==> src/rtl/fetch_sequencer_if.sv <==
// Fetch/execute/memory handshake bundle between the SEQ fetch sequencer and the datapath.
// master = sequencer (drives pc/fetch_valid), slave = datapath side.
interface fetch_sequencer_if;
  logic [63:0] pc;
  logic        fetch_valid;
  logic        stall;
  logic [3:0]  icode;
  logic [3:0]  ifun;
  logic [63:0] valC;
  logic [63:0] valP;
  logic        cnd;
  logic        cnd_valid;
  logic [63:0] valM;
  logic        valm_valid;

  modport master (
    output pc, fetch_valid,
    input  stall, icode, ifun, valC, valP, cnd, cnd_valid, valM, valm_valid
  );

  modport slave (
    input  pc, fetch_valid,
    output stall, icode, ifun, valC, valP, cnd, cnd_valid, valM, valm_valid
  );
endinterface

==> src/rtl/fetch_sequencer.sv <==
// Y86-64 SEQ PC owner/fetch sequencer: one decision per FETCH cycle, all outputs registered.
// Latency 1 cycle per straight-line instruction; stall holds pc/state, jxx/ret wait for cnd_valid/valm_valid.
module fetch_sequencer #(
  parameter int IMEM_BYTES = 1024
) (
  input  logic                      clk,
  input  logic                      reset,
  input  logic                      start,
  input  logic [63:0]               start_pc,
  fetch_sequencer_if.master         bus,
  output logic [2:0]                stat,
  output logic                      busy,
  output logic [31:0]               retired
);

  localparam logic [2:0] S_IDLE     = 3'd0;
  localparam logic [2:0] S_FETCH    = 3'd1;
  localparam logic [2:0] S_WAIT_CND = 3'd2;
  localparam logic [2:0] S_WAIT_RET = 3'd3;
  localparam logic [2:0] S_HALT     = 3'd4;
  localparam logic [2:0] S_ERR      = 3'd5;

  localparam logic [2:0] STAT_AOK = 3'd1;
  localparam logic [2:0] STAT_HLT = 3'd2;
  localparam logic [2:0] STAT_ADR = 3'd3;
  localparam logic [2:0] STAT_INS = 3'd4;

  localparam logic [63:0] PC_MAX = 64'(IMEM_BYTES - 10);

  logic [2:0]  state, state_n;
  logic [63:0] pc_q, pc_n;
  logic [2:0]  stat_n;
  logic [63:0] lat_valc, lat_valc_n;
  logic [63:0] lat_valp, lat_valp_n;
  logic        fetch_valid_q;
  logic        retire;

  always_comb begin
    state_n    = state;
    pc_n       = pc_q;
    stat_n     = stat;
    lat_valc_n = lat_valc;
    lat_valp_n = lat_valp;
    retire     = 1'b0;
    case (state)
      S_IDLE: begin
        if (start) begin
          pc_n    = start_pc;
          state_n = S_FETCH;
        end
      end
      S_FETCH: begin
        // Range check wins over stall: an illegal pc can never be fetched.
        if (pc_q > PC_MAX) begin
          stat_n  = STAT_ADR;
          state_n = S_ERR;
        end else if (!bus.stall) begin
          case (bus.icode)
            4'h0: begin
              stat_n  = STAT_HLT;
              retire  = 1'b1;
              state_n = S_HALT;
            end
            4'h1, 4'h2, 4'h3, 4'h4, 4'h5, 4'h6, 4'hA, 4'hB: begin
              pc_n   = bus.valP;
              retire = 1'b1;
            end
            4'h7: begin
              if (bus.ifun == 4'h0) begin
                pc_n   = bus.valC;
                retire = 1'b1;
              end else if (bus.ifun <= 4'h6) begin
                lat_valc_n = bus.valC;
                lat_valp_n = bus.valP;
                state_n    = S_WAIT_CND;
              end else begin
                stat_n  = STAT_INS;
                state_n = S_ERR;
              end
            end
            4'h8: begin
              pc_n   = bus.valC;
              retire = 1'b1;
            end
            4'h9: state_n = S_WAIT_RET;
            default: begin
              stat_n  = STAT_INS;
              state_n = S_ERR;
            end
          endcase
        end
      end
      S_WAIT_CND: begin
        if (bus.cnd_valid) begin
          pc_n    = bus.cnd ? lat_valc : lat_valp;
          retire  = 1'b1;
          state_n = S_FETCH;
        end
      end
      S_WAIT_RET: begin
        if (bus.valm_valid) begin
          pc_n    = bus.valM;
          retire  = 1'b1;
          state_n = S_FETCH;
        end
      end
      default: ;
    endcase
  end

  always_ff @(posedge clk) begin
    if (reset) begin
      state         <= S_IDLE;
      pc_q          <= 64'd0;
      stat          <= STAT_AOK;
      lat_valc      <= 64'd0;
      lat_valp      <= 64'd0;
      fetch_valid_q <= 1'b0;
      retired       <= 32'd0;
    end else begin
      state         <= state_n;
      pc_q          <= pc_n;
      stat          <= stat_n;
      lat_valc      <= lat_valc_n;
      lat_valp      <= lat_valp_n;
      fetch_valid_q <= (state_n == S_FETCH) && (pc_n <= PC_MAX);
      retired       <= retired + 32'(retire);
    end
  end

  assign bus.pc          = pc_q;
  assign bus.fetch_valid = fetch_valid_q;
  assign busy            = (state == S_FETCH) || (state == S_WAIT_CND) || (state == S_WAIT_RET);

endmodule

==> src/flat_wrapper.sv <==
// flat-port wrapper written by rule: the top's interface ports become plain ports
module fetch_sequencer_flat 
#(
  parameter int IMEM_BYTES = 1024
)
  (clk, reset, start, start_pc, stat, busy, retired, bus_pc, bus_fetch_valid, bus_stall, bus_icode, bus_ifun, bus_valC, bus_valP, bus_cnd, bus_cnd_valid, bus_valM, bus_valm_valid);
  fetch_sequencer_if bus_i ();
  input  logic clk;
  input  logic reset;
  input  logic start;
  input  logic [63:0] start_pc;
  output logic [2:0] stat;
  output logic busy;
  output logic [31:0] retired;
  output wire logic [$bits(bus_i.pc)-1:0] bus_pc;
  output wire logic [$bits(bus_i.fetch_valid)-1:0] bus_fetch_valid;
  input wire logic [$bits(bus_i.stall)-1:0] bus_stall;
  input wire logic [$bits(bus_i.icode)-1:0] bus_icode;
  input wire logic [$bits(bus_i.ifun)-1:0] bus_ifun;
  input wire logic [$bits(bus_i.valC)-1:0] bus_valC;
  input wire logic [$bits(bus_i.valP)-1:0] bus_valP;
  input wire logic [$bits(bus_i.cnd)-1:0] bus_cnd;
  input wire logic [$bits(bus_i.cnd_valid)-1:0] bus_cnd_valid;
  input wire logic [$bits(bus_i.valM)-1:0] bus_valM;
  input wire logic [$bits(bus_i.valm_valid)-1:0] bus_valm_valid;
  assign bus_pc = bus_i.pc;
  assign bus_fetch_valid = bus_i.fetch_valid;
  assign bus_i.stall = bus_stall;
  assign bus_i.icode = bus_icode;
  assign bus_i.ifun = bus_ifun;
  assign bus_i.valC = bus_valC;
  assign bus_i.valP = bus_valP;
  assign bus_i.cnd = bus_cnd;
  assign bus_i.cnd_valid = bus_cnd_valid;
  assign bus_i.valM = bus_valM;
  assign bus_i.valm_valid = bus_valm_valid;
  fetch_sequencer #(.IMEM_BYTES(IMEM_BYTES)) u_core (.clk(clk), .reset(reset), .start(start), .start_pc(start_pc), .bus(bus_i), .stat(stat), .busy(busy), .retired(retired));
endmodule
==> config.mk <==
export PLATFORM = sky130hd
export DESIGN_NAME = fetch_sequencer_flat
export DESIGN_NICKNAME = d
export VERILOG_FILES = /design/src/rtl/fetch_sequencer_if.sv /design/src/rtl/fetch_sequencer.sv /design/src/flat_wrapper.sv
export SDC_FILE = /design/constraint.sdc
export NUM_CORES = 1
export LEC_CHECK = 0
export CORE_UTILIZATION = 39
export DETAILED_ROUTE_END_ITERATION = 8
export PLACE_DENSITY = 0.79
export SYNTH_ARGS = -nofsm -noshare
export SYNTH_HDL_FRONTEND = slang
export SYNTH_SLANG_ARGS = --single-unit
==> constraint.sdc <==
create_clock -name clk -period 3.9 [get_ports clk]
set_clock_uncertainty 0.1 [all_clocks]
set_input_delay 0.39 -clock clk [delete_from_list [all_inputs] [get_ports clk]]
set_output_delay 0.39 -clock clk [all_outputs]
set_load 0.01 [all_outputs]
After elaboration in Yosys (flattened, before gate mapping):

Index checks and enable logic that the tools add are counted.

* add/subtract/negate cells: 1
* $lt $le $gt $ge: 3
* equal/unequal tests: 19
* mux-type cells: 30
* bitwise gates (word level): 3
* reduce and logical (&&, ||, !) cells: 12

Operators by type and width (count)
* $mux W64: 7
* $pmux W64 S4: 1
* $pmux W64 S3: 1
* $gt A64 B10 Y1 const B: 1
* $le A64 B10 Y1 const B: 1
* $mux W3: 11
* $add A32 B1 Y32: 1
* $pmux W3 S4: 2
* $reduce_or A10 Y1: 2
* $eq A4 B3 Y1 const B: 4
* $eq A4 B4 Y1 const B: 4
* $pmux W3 S3: 1
* $reduce_or A9 Y1: 1
* $eq A4 B2 Y1 const B: 2
* $logic_not A4 Y1: 2
* $reduce_or A8 Y1: 1
* $eq A3 B1 Y1 const B: 2
* $eq A3 B2 Y1 const B: 2
* $ne A3 B2 Y1 const B: 2
* $reduce_and A6 Y1: 1
* $mux W1: 5
* $reduce_and A5 Y1: 1
* $eq A4 B1 Y1 const B: 1
* $le A4 B3 Y1 const B: 1
* other kinds (7): 11

* register bits: 231
* bits of input ports: 271
* logic and storage cells: 75

Logic depth before layout (Yosys ltp):

Gate-level depths: netlist of run 1.

* depth in word-level cells: 9
* gate-level depth with buffers: 19
* gate-level depth less buffers: 16

Worst setup path before layout of run 1:

OpenSTA, ideal clock, no wires.

* kind: reg2reg
* start: register u_core.state[1]
* end: register u_core.retired[29]
* library setup time: 0.128 ns
* arrival time: 3.885 ns
* setup slack: -0.212 ns
* stages on the path, launching flop included: 20
* buffers on the path: 6
* period minus slack after synthesis: 4.112 ns
* cells stage by stage: dfxtp_1 -> buf_6 -> and4b_1 -> buf_2 -> buf_1 -> clkbuf_1 -> buf_1 -> nor2_1 -> o21ai_0 -> ha_1 -> and3_1 -> nand4_1 -> or3_1 -> or2_2 -> clkbuf_1 -> nor2_1 -> and4_1 -> nand3_1 -> xor2_1 -> nor2_1

* longest elaborated chain between the ends: 3
* elaborated cells between the ends (all ways): 5

Ends and longest elaborated chain
* from (decl): RTL line fetch_sequencer.sv:30 `logic [2:0] state, state_n;`
* from (signal assigned): RTL line fetch_sequencer.sv:121 `state <= state_n;`
* $eq A3 B2 Y1 / $eq A3 B1 Y1 (equally long branches): RTL line fetch_sequencer.sv:45 `case (state)`
* $pmux W1 S3 *: RTL line fetch_sequencer.sv:45
* $add A32 B1 Y32 *: RTL line fetch_sequencer.sv:127 `retired <= retired + 32'(retire);`
* to (signal assigned): RTL line fetch_sequencer.sv:127
* to (decl): RTL line fetch_sequencer.sv:13 `output logic [31:0] retired`

Mark *: on every way between the ends. The rest lies on a longest branch, timed or not.
A chain may end at the register's enable or synchronous reset.

Worst setup path after layout of run 1:

* start: register u_core.pc_q[37], in the netlist u_core.bus.pc[37]
* end: register u_core.retired[31]

* longest elaborated chain between the ends: 4

Ends and longest elaborated chain
* from (decl): RTL line fetch_sequencer.sv:31 `logic [63:0] pc_q, pc_n;`
* from (signal assigned): RTL line fetch_sequencer.sv:122 `pc_q <= pc_n;`
* $gt A64 B10 Y1: RTL line fetch_sequencer.sv:54 `if (pc_q > PC_MAX) begin`
* $mux W1: RTL line fetch_sequencer.sv:54
* $pmux W1 S3: RTL line fetch_sequencer.sv:45
* $add A32 B1 Y32: RTL line fetch_sequencer.sv:127

No other way between the ends.

==> results.md, run 1 <==
* Slew headroom at 0.3963
* Synthesis-stage register bit count at 231
* Die area at approximately 30000 µm²
* Total power at ~6.2 mW
* Mapped Nets at 1721
* H-tree lvl count at 1
* Sink Count at roughly 230
* Top FF cell, synth: dfxtp_1
* Worst Path Arrival at 4.01 ns
* CP Capture Type: register
* TritonCTS clock tree: yes
* Synthesized cell area at roughly 11000 µm²
* Die W at around 170 µm
* GRT Overall Usage at 0.3255
* Combinational share of power at 0.187
* Placed Cells at between 2000 and 2500
* Fmax at approximately 0.27 GHz
* Sequential cell area at ~4600 µm²
* Mapped Cells at 1448
* Router iterations before antenna repair at 7
* Slew @ Worst Pin at around 0.9 ns
* Setup Viol. Count Final at 0
* Fin crit period at about 3.7 ns
* Delay of the slowest critical-path stage at 0.39 ns
* First DRT Iteration DRCs at between 1000 and 1500
* Crit Path Max Fanout at 4
* Worst min-delay path class: input port to register
* Layout Nets at roughly 2100
* Vias per inst at about 6
* Pint at around 4.5 mW
* Yosys warning total at 0
* Cell taking the most area after synthesis: dfxtp_1
* Core area at just under 30000 µm²
* Area of the multi-input gates at approximately 6500 µm²
* Number of synthesized flops with an enable pin at 0
* Status: finished, final reports clean
* Fin Hold WS at roughly 0.20 ns
* DRC Markers at 0
* Clock latency on the worst-skew pair at 0.55 ns
* CTS Buf Count at 26
* Post-CTS Hold Fix Bufs at 0
* Grt ovf at 0
* Sequential share of power at 0.401
* Synth top area cells: dfxtp_1, nand2_1, a21oi_1
* IO Pins at approximately 370
* Clk pwr share at 0.412
* Peak supply drop at 0.2764 mV
* Largest net degree at the start of global routing at slightly above 80
* P per Cell Area at ~360 nW/µm²
* Share of cells above drive strength 1 at 0.09757
* Startpoint types: register
* Final wirelength at between 50000 and 60000 µm
* Post-DP HPWL at just under 40000 µm
* Hold Violations, Final at 0
* FILL cells at ~2500
* Synth Area per Inst at roughly 7.9 µm²
* Switching Share at 0.2717
* Cell Rows at a little over 60
* Antenna violations before repair at 3
* Per-cell routed wire length at roughly 23 µm
* Data required time of the worst path at between 4 and 5 ns
* Clock Tree Buf Depth at 3
* Final Non-Filler Cells at 2240
* Final period util at 0.9476
* Register area share after synthesis at 0.4021
* Synth unique cells at 59
* Port bufs at 371
* Area Growth Syn to Fin at 48.54%
* Area fraction of the dominant cell type after synthesis at 0.4021
* Sw Pwr at about 1.7 mW
* CTS clock-pin slew for the worst setup and hold paths at approximately 0.06 ns
* CP cell instances: nor4_4, buf_4, nand4_1, nor3_2, nand3_2, o21ai_1, buf_4, ha_1, and3_1, nand4_1, or3_4, or2_2, nor2_1, and4_4, nand3_1, xor2_1, nor2_1
* Die Span Y at 173.7 µm
* P_leak at between 6 and 7 nW
* First-pass GRT wire length at ~76000 µm
* Unrepaired setup endpoints after global routing: no
* Vias at around 13000
* Max-cap viol count at 0
* Initial Util at 0.3985
* FFs w/ async S/R, synth at 0
* CTS Root Cell: clkbuf_16
* Critical path class: register to register
* CP max-delay cell: dfxtp_1
* Final core occ at 0.5919
* Placer congestion estimate at around 0.95
* Final ANT Viol Nets at 0
* Via count of the first global-routing pass at approximately 13000
* Final Max Tran Viols at 0
==> timing repair <==
action,in CTS,in global routing
setup endpoints to repair,8,9
resized for setup,3,10
setup buffers,0,0
pin swaps,0,4
==> kinds of logic (layout without fill, tap and decap cells) <==
group	count (synthesis)	count (layout)	share of synthesized area
adders and majority gates	2	2	0.002176
xor gates and xnor gates	25	25	0.01904
DFF	231	231	0.4021
AOI/OAI and AO/OA	444	444	0.2467
other	0	1	0
muxes	88	88	0.07714
buffers and inverters	122	529	0.04461
and+or+nand+nor	536	536	0.2082
==> critical path: cells and delay by family (launching register included) <==
family          cells  cell delay (ns)
fa+ha+maj           1             0.16
simple gates       12             2.28
xor+xnor            1             0.15
compound gates      1             0.15
flops               1             0.39
buf+inv             2             0.31
==> through the flow <==
| step | TNS (ns) | worst slack (ns) | instance area, µm² |
|---|---|---|---|
| 6_report | 0 | 0.2046 | 17080 |
| 5_1_grt | 0 | 0.002450 | 17080 |
| 3_3_place_gp | -0.8659 | -0.2039 | 16120 |
| 3_5_place_dp | -1.531 | -0.2827 | 16120 |
| 4_1_cts | 0 | 0.002962 | 17030 |
| 2_1_floorplan | 0 | 0.09378 | 11500 |
==> Yosys cell counts (7+ instances only) <==
| library cell | count |
|---|---|
| nor2_1 | 87 |
| clkbuf_1 | 78 |
| nand3_1 | 17 |
| xor2_1 | 20 |
| buf_2 | 22 |
| a221o_1 | 7 |
| nor2b_1 | 17 |
| nand2_1 | 313 |
| a221oi_1 | 41 |
| nand4_1 | 21 |
| buf_1 | 10 |
| o2bb2ai_1 | 24 |
| nor4_1 | 30 |
| a21oi_1 | 207 |
| mux2i_1 | 83 |
| a22oi_1 | 30 |
| a22o_1 | 37 |
| o21ai_0 | 44 |
| and3_1 | 11 |
| o22ai_1 | 23 |
| dfxtp_1 | 231 |
==> layout by cell type, fill, tap and decap left out, types with 4 or more instances in the layout <==
cell type        count
nor2_1              85
clkinv_2             8
xor2_1              20
o2bb2ai_1           24
buf_12               7
a211oi_1             4
a21oi_1            207
nor2b_1             17
or4_1                5
clkbuf_16           26
inv_1                6
nand4_1             21
nand2_1            313
nor4_1              25
nor3_1               5
o21ai_0             43
a221o_1              7
a221oi_1            41
a31oi_1              6
a22o_1              37
or3_1                5
a22oi_1             30
mux2_2               5
o22ai_1             23
clkdlybuf4s50_1    368
and3_1              11
clkbuf_8             5
xnor2_1              5
buf_4               99
mux2i_1             83
dfxtp_1            231
nand3_1             16
==> state kept, by name, summed over array words and instances (netlist names) <==
| name | count |
|---|---|
| u_core.bus.fetch_valid | 1 |
| u_core.retired | 32 |
| u_core.lat_valc | 64 |
| u_core.bus.pc | 64 |
| u_core.state | 3 |
| u_core.stat | 3 |
| u_core.lat_valp | 64 |
==> power groups by stage <==
stage / clock (mW) / combinational, mW / sequential (mW)
after floorplan: 0 / 0.415 / 2.52
after detailed placement: 0 / 1.13 / 2.53
after CTS: 2.56 / 1.14 / 2.48
after global placement: 0 / 1.13 / 2.52
after global routing: 2.67 / 1.22 / 2.48
final: 2.56 / 1.16 / 2.48
==> final timing paths <==
check,startpoint,endpoint,slack (ns),depth (start not counted)
setup / recovery,u_core.bus.pc[37]$_SDFF_PP0_,u_core.retired[31]$_SDFF_PP0_,0.20,17
hold / removal,reset,u_core.bus.pc[4]$_SDFF_PP0_,0.20,2
setup reg to reg,u_core.bus.pc[37]$_SDFF_PP0_,u_core.retired[31]$_SDFF_PP0_,0.20,17
hold reg to reg,u_core.lat_valp[19]$_SDFFE_PP0P_,u_core.lat_valp[19]$_SDFFE_PP0P_,0.35,2
==> cell type report <==
| cell class | count | share of cell area |
|---|---|---|
| Inverter | 6 | 0.001318 |
| Multi-Input combinational cell | 1095 | 0.3794 |
| Sequential cell | 231 | 0.2707 |
| Clock buffer | 33 | 0.04256 |
| Tap cell | 384 | 0.02813 |
| Antenna cell | 1 | 0.0001465 |
| Timing Repair Buffer | 476 | 0.2683 |
| Clock inverter | 14 | 0.009449 |
==> per-layer routing <==
layer,part of all wire,vias up,global-route usage
met5,0.00060,-,0
met2,0.47,864,0.5546
met1,0.39,6357,0.4045
li1,-,6028,-
met3,0.10,121,0.07368
met4,0.034,4,0.1075
No activity file was read; power rests on OpenSTA's default activity.
==> run 2: changes to the inputs <==
--- a/config.mk
+++ b/config.mk
@@ -6,6 +6,7 @@
 export NUM_CORES = 1
 export LEC_CHECK = 0
 export CORE_UTILIZATION = 39
+export CTS_CLUSTER_DIAMETER = 100
 export DETAILED_ROUTE_END_ITERATION = 8
 export PLACE_DENSITY = 0.79
 export SYNTH_ARGS = -nofsm -noshare
==> results of run 2 <==
No change in the layout: final DEF, timing and power equal those of run 1.
==> run 3: changes to the inputs <==
--- a/config.mk
+++ b/config.mk
@@ -6,6 +6,7 @@
 export NUM_CORES = 1
 export LEC_CHECK = 0
 export CORE_UTILIZATION = 39
+export CTS_BUF_LIST = sky130_fd_sc_hd__clkbuf_16
 export CTS_CLUSTER_DIAMETER = 100
 export DETAILED_ROUTE_END_ITERATION = 8
 export PLACE_DENSITY = 0.79
==> run 3 against run 2 <==
Critical path depth shrank 5. Global-route usage is essentially flat. Cell count is essentially flat. Register-to-register slack lost 0.03 ns. Sequential share of layout area grew 0.076 points. Highest routed layer unchanged. Combinational power is essentially flat. Critical endpoint is now u_core.bus.fetch_valid$_SDFF_PP0_. Critical path type unchanged. Core utilization shrank 0.16 points. Sequential power is essentially flat. Count of clock-buffer cells in the layout shrank 7. Fmax shrank 0.86%. First-iteration DRC count grew 2.1%.
==> results.md, run 3 (synthesis gave the netlist of run 1 again) <==
* Sequential share of power at 0.408 (was 0.401)
* Pre-CTS setup slack at -0.2827 ns (unchanged)
* Combinational share of power at 0.191 (was 0.187)
* Antenna violations before repair at 2 (was 3)
* Crit. path cell count at 12 (was 17)
* Layout Nets at 2109 (unchanged)
* Router iterations before antenna repair at 5 (was 7)
* Startpoint types: register (unchanged)
* Critical Path End: u_core.bus.fetch_valid$_SDFF_PP0_ (was u_core.retired[31]$_SDFF_PP0_)
* Crit Path Max Fanout at 17 (was 4)
* FILL cells at 2533 (was 2529)
* H-tree lvl count at 1 (unchanged)
* CP Buf/Inv Count at 3 (was 2)
* Worst R2R Setup Slack at 0.17 ns (was 0.20 ns)
* CTS Root Cell: clkbuf_16 (unchanged)
* Data required time of the worst path at 4.26 ns (was 4.21 ns)
* Max-cap viol count at 0 (unchanged)
* Slew @ Worst Pin at 0.8829 ns (was 0.9056 ns)
* Area of the multi-input gates at 6480 µm² (unchanged)
* Crit path max-delay family: simple AND/OR/NAND/NOR gates (unchanged)
* GRT Overall Usage at 0.3254 (was 0.3255)
* Final ANT Viol Nets at 0 (unchanged)
* Die Span Y at 173.7 µm (unchanged)
* Crit path from: u_core.state[2]$_SDFF_PP0_ (was u_core.bus.pc[37]$_SDFF_PP0_)
* Vias at 13270 (was 13370)
* Switching Share at 0.2755 (was 0.2717)
* Share of cells above drive strength 1 at 0.09488 (was 0.09757)
* Clock Tree Buf Depth at 3 (unchanged)
* IO Pins at 372 (unchanged)
* Final Max Tran Viols at 0 (unchanged)
* Most frequent cells in the layout: clkdlybuf4s50_1, nand2_1, dfxtp_1 (unchanged)
* Sequential cell area at 4624 µm² (unchanged)
* Slew headroom at 0.4114 (was 0.3963)
* Hold Violations, Final at 0 (unchanged)
* Initial Util at 0.3985 (unchanged)
* Via count of the first global-routing pass at 12950 (was 12970)
* Placer congestion estimate at 0.9536 (unchanged)
* Grt ovf at 0 (unchanged)
* Die area at 30180 µm² (unchanged)
* Worst min-delay path class: input port to register (unchanged)
* Final core occ at 0.5903 (was 0.5919)
* Peak supply drop at 0.2773 mV (was 0.2764 mV)
* RR Endpoint: u_core.bus.fetch_valid$_SDFF_PP0_ (was u_core.retired[31]$_SDFF_PP0_)
* Pint at 4.409 mW (was 4.513 mW)
* Final setup margin at 0.1726 ns (was 0.2046 ns)
* P_leak at 6.129 nW (was 6.149 nW)
* P per Cell Area at 357.3 nW/µm² (was 362.8 nW/µm²)
* DRC Markers at 0 (unchanged)
* Per-cell routed wire length at 22.95 µm (was 22.99 µm)
* Fmax at 0.2683 GHz (was 0.2706 GHz)
* CP cell instances: buf_4, or4bb_2, buf_12, buf_4, o2bb2ai_1, a221oi_1, nand4_1, nor4_1, o211a_1, nand4_1, or4_1, a41oi_1 (was nor4_4, buf_4, nand4_1, nor3_2, nand3_2, o21ai_1, buf_4, ha_1, and3_1, nand4_1, or3_4, or2_2, nor2_1, and4_4, nand3_1, xor2_1, nor2_1)
* Setup Buffers After CTS at 0 (unchanged)
* Worst Path Arrival at 4.09 ns (was 4.01 ns)
* First DRT Iteration DRCs at 1403 (was 1374)
* Commonest non-fill, non-tap cell in the layout: clkdlybuf4s50_1 (unchanged)
* R2r startpoint: u_core.state[2]$_SDFF_PP0_ (was u_core.bus.pc[37]$_SDFF_PP0_)
* Cell Rows at 62 (unchanged)
* Clk pwr share at 0.402 (was 0.412)
* Clock latency on the worst-skew pair at 0.56 ns (was 0.55 ns)
* CTS clock-pin slew for the worst setup and hold paths at 0.06 ns (about the same)
* CP max-delay cell: or4_1 (was dfxtp_1)
* Unrepaired setup endpoints after global routing: no (unchanged)
* CP Capture Type: register (unchanged)
* Final wirelength at 51430 µm (was 51500 µm)
* Sw Pwr at 1.676 mW (was 1.684 mW)
* Port bufs at 371 (unchanged)
* Status: finished, final reports clean (unchanged)
* Die W at 173.7 µm (unchanged)
* Total power at 6.086 mW (was 6.197 mW)
* Post-DP HPWL at 38860 µm (unchanged)
* Largest net degree at the start of global routing at 81 (unchanged)
* Sink Count at 231 (unchanged)
* Fin crit period at 3.727 ns (was 3.695 ns)
* Core area at 28860 µm² (unchanged)
* Vias per inst at 5.920 (was 5.971)
* Delay of the slowest critical-path stage at 0.62 ns (was 0.39 ns)
* R2R depth at 12 (was 17)
* CTS Buf Count at 26 (unchanged)
* Setup Viol. Count Final at 0 (unchanged)
* First-pass GRT wire length at 76240 µm (was 76230 µm)
* Final period util at 0.9557 (was 0.9476)
* Area Growth Syn to Fin at 48.12% (was 48.54%)
* TritonCTS clock tree: yes (unchanged)
* Critical path class: register to register (unchanged)
[run 3: changes by cell type in the layout (fill, tap and decap cells not counted), sizes merged]
cell,before,now
clkinv,9,14
inv,6,8
clkbuf,33,26
diode,1,2
[run 3: worst min-delay path by stage]
stage / slack, ns / endpoint / cells past startpoint / from
after global routing: 0.22 / u_core.retired[9]$_SDFF_PP0_ / 2 / reset
after CTS: 0.19 / u_core.retired[9]$_SDFF_PP0_ / 2 / reset
final: 0.20 / u_core.bus.pc[4]$_SDFF_PP0_ / 2 / reset
after global placement: 0.33 / u_core.lat_valc[8]$_SDFFE_PP0P_ / 2 / u_core.lat_valc[8]$_SDFFE_PP0P_
after detailed placement: 0.34 / u_core.lat_valp[22]$_SDFFE_PP0P_ / 2 / u_core.lat_valp[22]$_SDFFE_PP0P_
after floorplan: 0.33 / u_core.lat_valc[18]$_SDFFE_PP0P_ / 2 / u_core.lat_valc[18]$_SDFFE_PP0P_
[run 3: metrics by stage]
stage | instances | TNS, ns | instance area, µm² | hold WS, ns
CTS | 2239 | 0 | 16980 | 0.1862
finish | 2241 | 0 | 17030 | 0.1981
global route | 2240 | 0 | 17030 | 0.2214
floorplan | 1448 | 0 | 11500 | 0.3284
detailed placement | 2192 | -1.531 | 16120 | 0.3428
global placement | 2192 | -0.8659 | 16120 | 0.3342
[run 3: final cells by class]
type,count,area share
inverters,6,0.001322
diodes,2,0.0002938
flip-flops and latches,231,0.2715
clock buffers,26,0.03820
repair buffers,476,0.2691
well taps,384,0.02821
multi-input cells,1095,0.3804
clock inverters,21,0.01102
[run 3: power by group through the flow]
stage	registers (mW)	logic (mW)	clock network, mW
final	2.48	1.16	2.44
after global routing	2.48	1.22	2.56
after CTS	2.48	1.14	2.45
after detailed placement	2.53	1.13	0
after global placement	2.52	1.13	0
after floorplan	2.52	0.415	0
[run 3: what timing repair did]
item,in CTS,in global routing
gates resized for setup,3,10
hold buffers,0,0
endpoints found under the setup margin,9,9
pin swaps,0,4
[run 3: per-layer routing]
| metal | track usage | vias to the layer above | routed length, µm |
|---|---|---|---|
| met4 | 0.1034 | 2 | 1617 |
| met2 | 0.5556 | 907 | 24480 |
| li1 | - | 6026 | - |
| met5 | 0 | - | 17 |
| met3 | 0.07259 | 109 | 5544 |
| met1 | 0.4055 | 6222 | 19780 |
